===== src/rtl/umi_arbiter.sv =====
// rtl/umi_arbiter.sv - round-robin / fixed-priority one-hot grant arbiter for the UMI packet mux
// Grants are held across back-pressure until the granted packet handshakes.
module umi_arbiter #(
    parameter int N          = 4,
    parameter bit ROUNDROBIN = 1'b1
) (
    input  logic         clk,
    input  logic         nreset,
    input  logic [N-1:0] umi_in_valid,
    output logic [N-1:0] umi_in_ready,
    input  logic         umi_out_ready,
    output logic [N-1:0] umi_grant,
    output logic         umi_out_valid
);

    localparam int PW = (N > 1) ? $clog2(N) : 1;

    logic [PW-1:0] ptr_q, ptr_d;
    logic [N-1:0]  lock_q, lock_d;
    logic [N-1:0]  search_gnt;
    logic [N-1:0]  gnt;
    logic [PW-1:0] gnt_idx;
    logic [PW-1:0] sel;
    logic          found;
    int            idx;

    // Rotating search starting at ptr_q, first asserted valid wins.
    always_comb begin
        search_gnt = '0;
        found      = 1'b0;
        idx        = 0;
        sel        = '0;
        for (int k = 0; k < N; k++) begin
            idx = int'(ptr_q) + k;
            if (idx >= N) begin
                idx = idx - N;
            end
            sel = idx[PW-1:0];
            if (!found && umi_in_valid[sel]) begin
                search_gnt[sel] = 1'b1;
                found           = 1'b1;
            end
        end
    end

    // A held grant ignores new requests; it vanishes if its requester drops valid.
    always_comb begin
        gnt = '0;
        if (nreset) begin
            gnt = (|lock_q) ? (lock_q & umi_in_valid) : search_gnt;
        end
    end

    always_comb begin
        gnt_idx = '0;
        for (int i = 0; i < N; i++) begin
            if (gnt[i]) begin
                gnt_idx = PW'(i);
            end
        end
    end

    always_comb begin
        lock_d = (|gnt && !umi_out_ready) ? gnt : '0;
        ptr_d  = ptr_q;
        if (ROUNDROBIN && |gnt && umi_out_ready) begin
            ptr_d = (gnt_idx == PW'(N - 1)) ? '0 : gnt_idx + PW'(1);
        end
    end

    always_ff @(posedge clk or negedge nreset) begin
        if (!nreset) begin
            ptr_q  <= '0;
            lock_q <= '0;
        end else begin
            ptr_q  <= ptr_d;
            lock_q <= lock_d;
        end
    end

    assign umi_grant     = gnt;
    assign umi_out_valid = |gnt;
    assign umi_in_ready  = nreset ? (~umi_in_valid | (gnt & {N{umi_out_ready}})) : '0;

`ifdef UMI_ARBITER_SVA
    a_onehot : assert property (@(posedge clk) disable iff (!nreset)
        $onehot0(umi_grant));
    a_subset : assert property (@(posedge clk) disable iff (!nreset)
        (umi_grant & ~umi_in_valid) == '0);
    a_held   : assert property (@(posedge clk) disable iff (!nreset)
        (|(lock_q & umi_in_valid)) |-> (umi_grant == lock_q));
`endif

endmodule


===== config.mk =====
export PLATFORM = sky130hd
export DESIGN_NAME = umi_arbiter
export DESIGN_NICKNAME = d
export VERILOG_FILES = /design/src/rtl/umi_arbiter.sv
export SDC_FILE = /design/constraint.sdc
export NUM_CORES = 1
export LEC_CHECK = 0
export ABC_AREA = 1
export CAP_MARGIN = 25
export CORE_UTILIZATION = 25
export CTS_CLUSTER_SIZE = 12
export DETAILED_ROUTE_END_ITERATION = 12
export PLACE_DENSITY_LB_ADDON = 0.1
export SLEW_MARGIN = 20
export SYNTH_ARGS = -nofsm -noshare
export SYNTH_HDL_FRONTEND = slang
export SYNTH_SLANG_ARGS = --single-unit
export TNS_END_PERCENT = 50

===== constraint.sdc =====
create_clock -name clk -period 2.5 [get_ports clk]
set_clock_uncertainty 0.05 [all_clocks]
set_input_delay 0.375 -clock clk [delete_from_list [all_inputs] [get_ports clk]]
set_output_delay 0.375 -clock clk [all_outputs]
set_load 0.1 [all_outputs]

After elaboration in Yosys (flattened, before gate mapping)
Index checks and enable logic that the tools add are counted.
{"block": "op_classes", "n_eq_ne": 1, "mux": 35, "bitwise": 7, "reduce_logical": 15, "n_lt_le_gt_ge": 12, "n_addsub": 8}
{"cell": "$mux W4", "n": 8}
{"cell": "$or A4 B4 Y4", "n": 4}
{"cell": "$mux W2", "n": 7}
{"cell": "$lt A2 B3 Y1 const B", "n": 4}
{"cell": "$mux W1", "n": 12}
{"cell": "$ge A3 B3 Y1 const B", "n": 3}
{"cell": "$logic_and A1 B1 Y1", "n": 9}
{"cell": "$and A4 B4 Y4", "n": 2}
{"cell": "$bmux W1 S2", "n": 4}
{"cell": "$demux W1 S2", "n": 4}
{"cell": "$ge A2 B1 Y1 const B", "n": 4}
{"cell": "$reduce_or A4 Y1", "n": 2}
{"cell": "$sub A2 B1 Y2 const B", "n": 4}
{"cell": "$add A2 B2 Y3 const B", "n": 2}
{"cell": "$logic_not A1 Y1", "n": 4}
{"cell": "$not A4 Y4", "n": 1}
{"cell": "$add A2 B1 Y3 const B", "n": 1}
{"cell": "$ge A2 B3 Y1 const B", "n": 1}
{"cell": "$add A2 B1 Y2 const B", "n": 1}
{"cell": "$eq A2 B2 Y1 const B", "n": 1}
{"block": "word_totals", "inputBits": 7, "regBits": 6}

Logic depth before layout (Yosys ltp)
{"block": "logic_depth", "ltp_word": 21, "ltp_mapped": 17}

Least setup slack after synthesis
OpenSTA, ideal clock, no wires.
{"block": "synth_timing", "kind": "register -> output", "from": "reg ptr_q[0]", "to": "out umi_in_ready[3]", "t_arrival_ps": 3777, "setup_slack_ps": -1702, "t_required_ps": 2075, "path_stages_with_launch": 15, "cell_sequence": "dfrtp_1 > buf_6 > inv_6 > ha_1 > inv_1 > nand3_1 > nand2_1 > nand2_4 > nor2_4 > nand2_1 > nand3_1 > nand2_2 > inv_1 > nand2_1 > a21oi_1"}
{"block": "synth_between", "elab_chain_len": 19, "word_cells_on_any_way": 64, "classes_between": "add/sub: 7; order compare: 12; mux: 30; bitwise: 5; reduce/logical: 10"}
{"item": "start: declaration", "line_no": "18", "text": "logic [PW-1:0] ptr_q, ptr_d;"}
{"item": "start signal: assignment", "line_no": "76", "text": "ptr_q <= ptr_d;"}
{"item": "parallel branches: the longest is 13 deep, another holds $add A2 B1 Y3"}
{"item": "$mux W4 *", "line_no": "39", "text": "if (!found && umi_in_valid[sel]) begin"}
{"item": "$mux W4 *", "line_no": "50", "text": "gnt = (|lock_q) ? (lock_q & umi_in_valid) : search_gnt;"}
{"item": "$mux W4 *", "line_no": "49", "text": "if (nreset) begin"}
{"item": "net umi_grant[3]", "line_no": "12", "text": "output logic [N-1:0] umi_grant,"}
{"item": "$and A4 B4 Y4 *", "line_no": "83", "text": "assign umi_in_ready = nreset ? (~umi_in_valid | (gnt & {N{umi_out_ready}})) : '0;"}
{"item": "$or A4 B4 Y4 *", "line_no": "83"}
{"item": "$mux W4 *", "line_no": "83"}
{"item": "end: declaration", "line_no": "10", "text": "output logic [N-1:0] umi_in_ready,"}
Mark *: on every way through the listed nets, which the timed path passes. The select of a mux whose other input is x is not followed.

Final worst setup path
{"block": "layout_timing", "from": "reg ptr_q[0]", "to": "out umi_in_ready[3]"}
{"block": "layout_between", "elab_chain_len": 19, "word_cells_on_any_way": 64, "classes_between": "add/sub: 7; order compare: 12; mux: 30; bitwise: 5; reduce/logical: 10"}
{"item": "parallel branches: the longest is 13 deep, another holds $add A2 B1 Y3"}
{"item": "$mux W4 *", "line_no": "39"}
{"item": "$mux W4 *", "line_no": "50"}
{"item": "$mux W4 *", "line_no": "49"}
{"item": "$and A4 B4 Y4 *", "line_no": "83"}
{"item": "$or A4 B4 Y4 *", "line_no": "83"}
{"item": "$mux W4 *", "line_no": "83"}
Every way passes the cells marked *. The select of a mux whose other input is x is not followed.

==> results.cfg <==
[global_route]
antenna_found_initial = 0
grt_overflow = 0
grt_pass1_vias = 950
grt_pass1_wl_um = 4240
grt_max_degree = 12
grt.total_usage_pct = 16.2

[synth]
syn-num-nets = 147
yosysSeqAreaShare_pct = 18.3
yosys.area.top_type_share_pct = 18.3
yosys.area.top_type = dfrtp_1
synth.distinct_cells = 16
synthCells = 133
yosys_register_bits = 6
synth_area_per_cell_um2 = 6.16
yosys_warnings = 0
netlist_area_um2 = 820
synthTopCellsByArea = dfrtp_1 (18%), nand2_1 (15%), nand3_1 (13%)

[placed_design]
io_buffers = 15
hpwl_um = 2040
place_area_um2 = 1350
gp_congestion = 0.918

[finish]
final_nets = 191
area_growth_pct = 86.4
antenna_cells = 0
drive_above_1_share_pct = 54.3
n_fill_cell = 312
multi_input_area_um2 = 749
register_area_um2 = 151
utilization_pct = 49.6
fin_area_um2 = 1530

[timing]
relSlewSlack_pct = 67.9
fmax_mhz = 386
rsz0062_at_grt = true
hold_violations = 0
worst_pin_slew_ns = 0.480
fin_ws_ns = -0.0911
period_needed_ns = 2.59
drv_slew = 0
period_share_pct = 104
setup_viol = 6

[worst_setup_path]
crit_type = flip-flop to output port
worstPathMaxFanout = 7
worstSetupStartpointType = flip-flop
path_cells = inv_8 -> ha_4 -> inv_4 -> nand3_2 -> nand2_2 -> nand2_4 -> nor2_1 -> nor2_1 -> nand3_2 -> nand2_4 -> clkinvlp_4 -> nand2_2 -> a21oi_4 -> buf_12
arrival_ns = 2.17
worstPathRequired_ns = 2.08
end_kind = output port
cp_slowest_cell = dfrtp_2
cpPeakStageDelay_ns = 0.42

[drt]
drc = 0
totalWireLength_um = 2610
ant_nets = 0
drtIter0Drc = 32
post_drt_wl_per_cell_um = 11.9
vias = 955
firstDrtPassIters = 4
vias_per_cell = 4.36

[clocking]
clk_pin_slew_ns = 0.04
clk_latency_ns = 0.24
max-clock-path-buffers = 2
cts_tree = yes
cts_max_level = 1
cts_root_buf = clkbuf_4
clock-sinks = 6
cts_buffers = 3

[floorplan]
die-width_um = 59.3
pin_count = 16
start_util_pct = 26.6
fp-row-count = 20
dieArea_um2 = 3510
core_area_um2 = 3080
dieHeight_um = 59.3

[flow_run]
cap_violations = 0

[status]
outcome = complete, but fails checks
violations = setup timing

[worst_hold_path]
hold_class = primary input to asynchronous set/reset pin
[Yosys cell counts]
| library cell | number |
|---|---|
| nand2_1 | 32 |
| nor2_4 | 1 |
| nor2_1 | 17 |
| nand3_2 | 2 |
| nand2_4 | 3 |
| ha_1 | 7 |
| nor3b_2 | 1 |
| nand2_2 | 10 |
| dfrtp_1 | 6 |
| nand3_1 | 22 |
| inv_2 | 3 |
| buf_6 | 1 |
| inv_1 | 17 |
| inv_6 | 1 |
| a21oi_1 | 9 |
| buf_4 | 1 |
[layout make-up]
| cell class | instances | share of cell area (%) |
|---|---|---|
| multi-input cells | 104 | 49.1 |
| repair buffers | 41 | 29.2 |
| flip-flops and latches | 6 | 9.91 |
| inverters | 21 | 6.80 |
| well taps | 44 | 3.60 |
| clock buffers | 3 | 1.47 |
[worst max-delay path: cells and delay by family, from the launching register on]
family / cells / cell delay, ns
buffers and inverters: 4 / 0.37
adders and majority gates: 1 / 0.29
DFF: 1 / 0.42
and+or+nand+nor: 8 / 0.79
AOI/OAI and AO/OA: 1 / 0.07
[flip-flops by register name, indices dropped and copies added (netlist names)]
signal and cells:
lock_q 4, ptr_q 2
[layer usage]
layer / vias up / GRT usage (%) / part of all wire [%]
li1: 498 / - / -
met1: 435 / 21.8 / 48
met2: 16 / 26.5 / 48
met3: 6 / 1.31 / 1.7
met4: 0 / 6.80 / 2.1
met5: - / 0 / 0
[metrics by stage]
stage / instances / setup TNS, ns / worst slack, ns / hold slack (ns)
floorplan: 133 / -1.60 / -0.407 / 0.0294
global placement: 210 / -1.02 / -0.143 / 0.589
CTS: 217 / -0.328 / -0.0638 / 0.397
global route: 219 / -1.18 / -0.189 / 0.408
detailed placement: 210 / -1.16 / -0.174 / 0.597
finish: 219 / -0.379 / -0.0911 / 0.400
[path summary, 6_finish.rpt]
check / start / slack (ns) / cells past startpoint / to
min in group clk: ptr_q[1] / 0.61 / 3 / ptr_q[1]
hold reg to reg: ptr_q[1] / 0.61 / 3 / ptr_q[1]
setup reg to reg: ptr_q[0] / 0.16 / 18 / ptr_q[0]
setup / recovery: ptr_q[0] / -0.09 / 14 / umi_in_ready[3]
max in group asynchronous: nreset / 1.87 / 2 / ptr_q[0]
hold / removal: nreset / 0.40 / 2 / lock_q[2]
[cells by family after synthesis]
kind of cell / Yosys count / share of synthesized area, %
AO/OA/AOI/OAI: 9 / 5.50
buffers and inverters: 23 / 12.5
AND/OR/NAND/NOR: 88 / 53.0
flip-flops: 6 / 18.3
adder cells (fa/ha/maj): 7 / 10.7
[layout by cell type (no fill, tap or decap), types with 2 or more instances in the layout]
master	n
buf_4	22
nand2_1	21
nand2_2	15
nand3_1	15
nor2_1	11
inv_1	11
nand2_4	9
buf_12	9
nand3_2	8
ha_1	6
a21oi_1	5
dfrtp_1	5
inv_2	4
nor2_2	4
clkinvlp_4	4
a21oi_4	4
dlygate4sd2_1	4
buf_6	4
nor2_4	3
clkbuf_4	3
clkdlybuf4s50_1	2
[timing repair]
action	in CTS	in global routing
hold buffers	0	0
resized for setup	19	15
buffers inserted	4	2
endpoints found under the setup margin	9	9
pin swaps	28	10
cloned	0	0
Power is left out: the tool's default activity adds up to more than one toggle a clock period on the data nets, which glitch-free logic cannot reach.
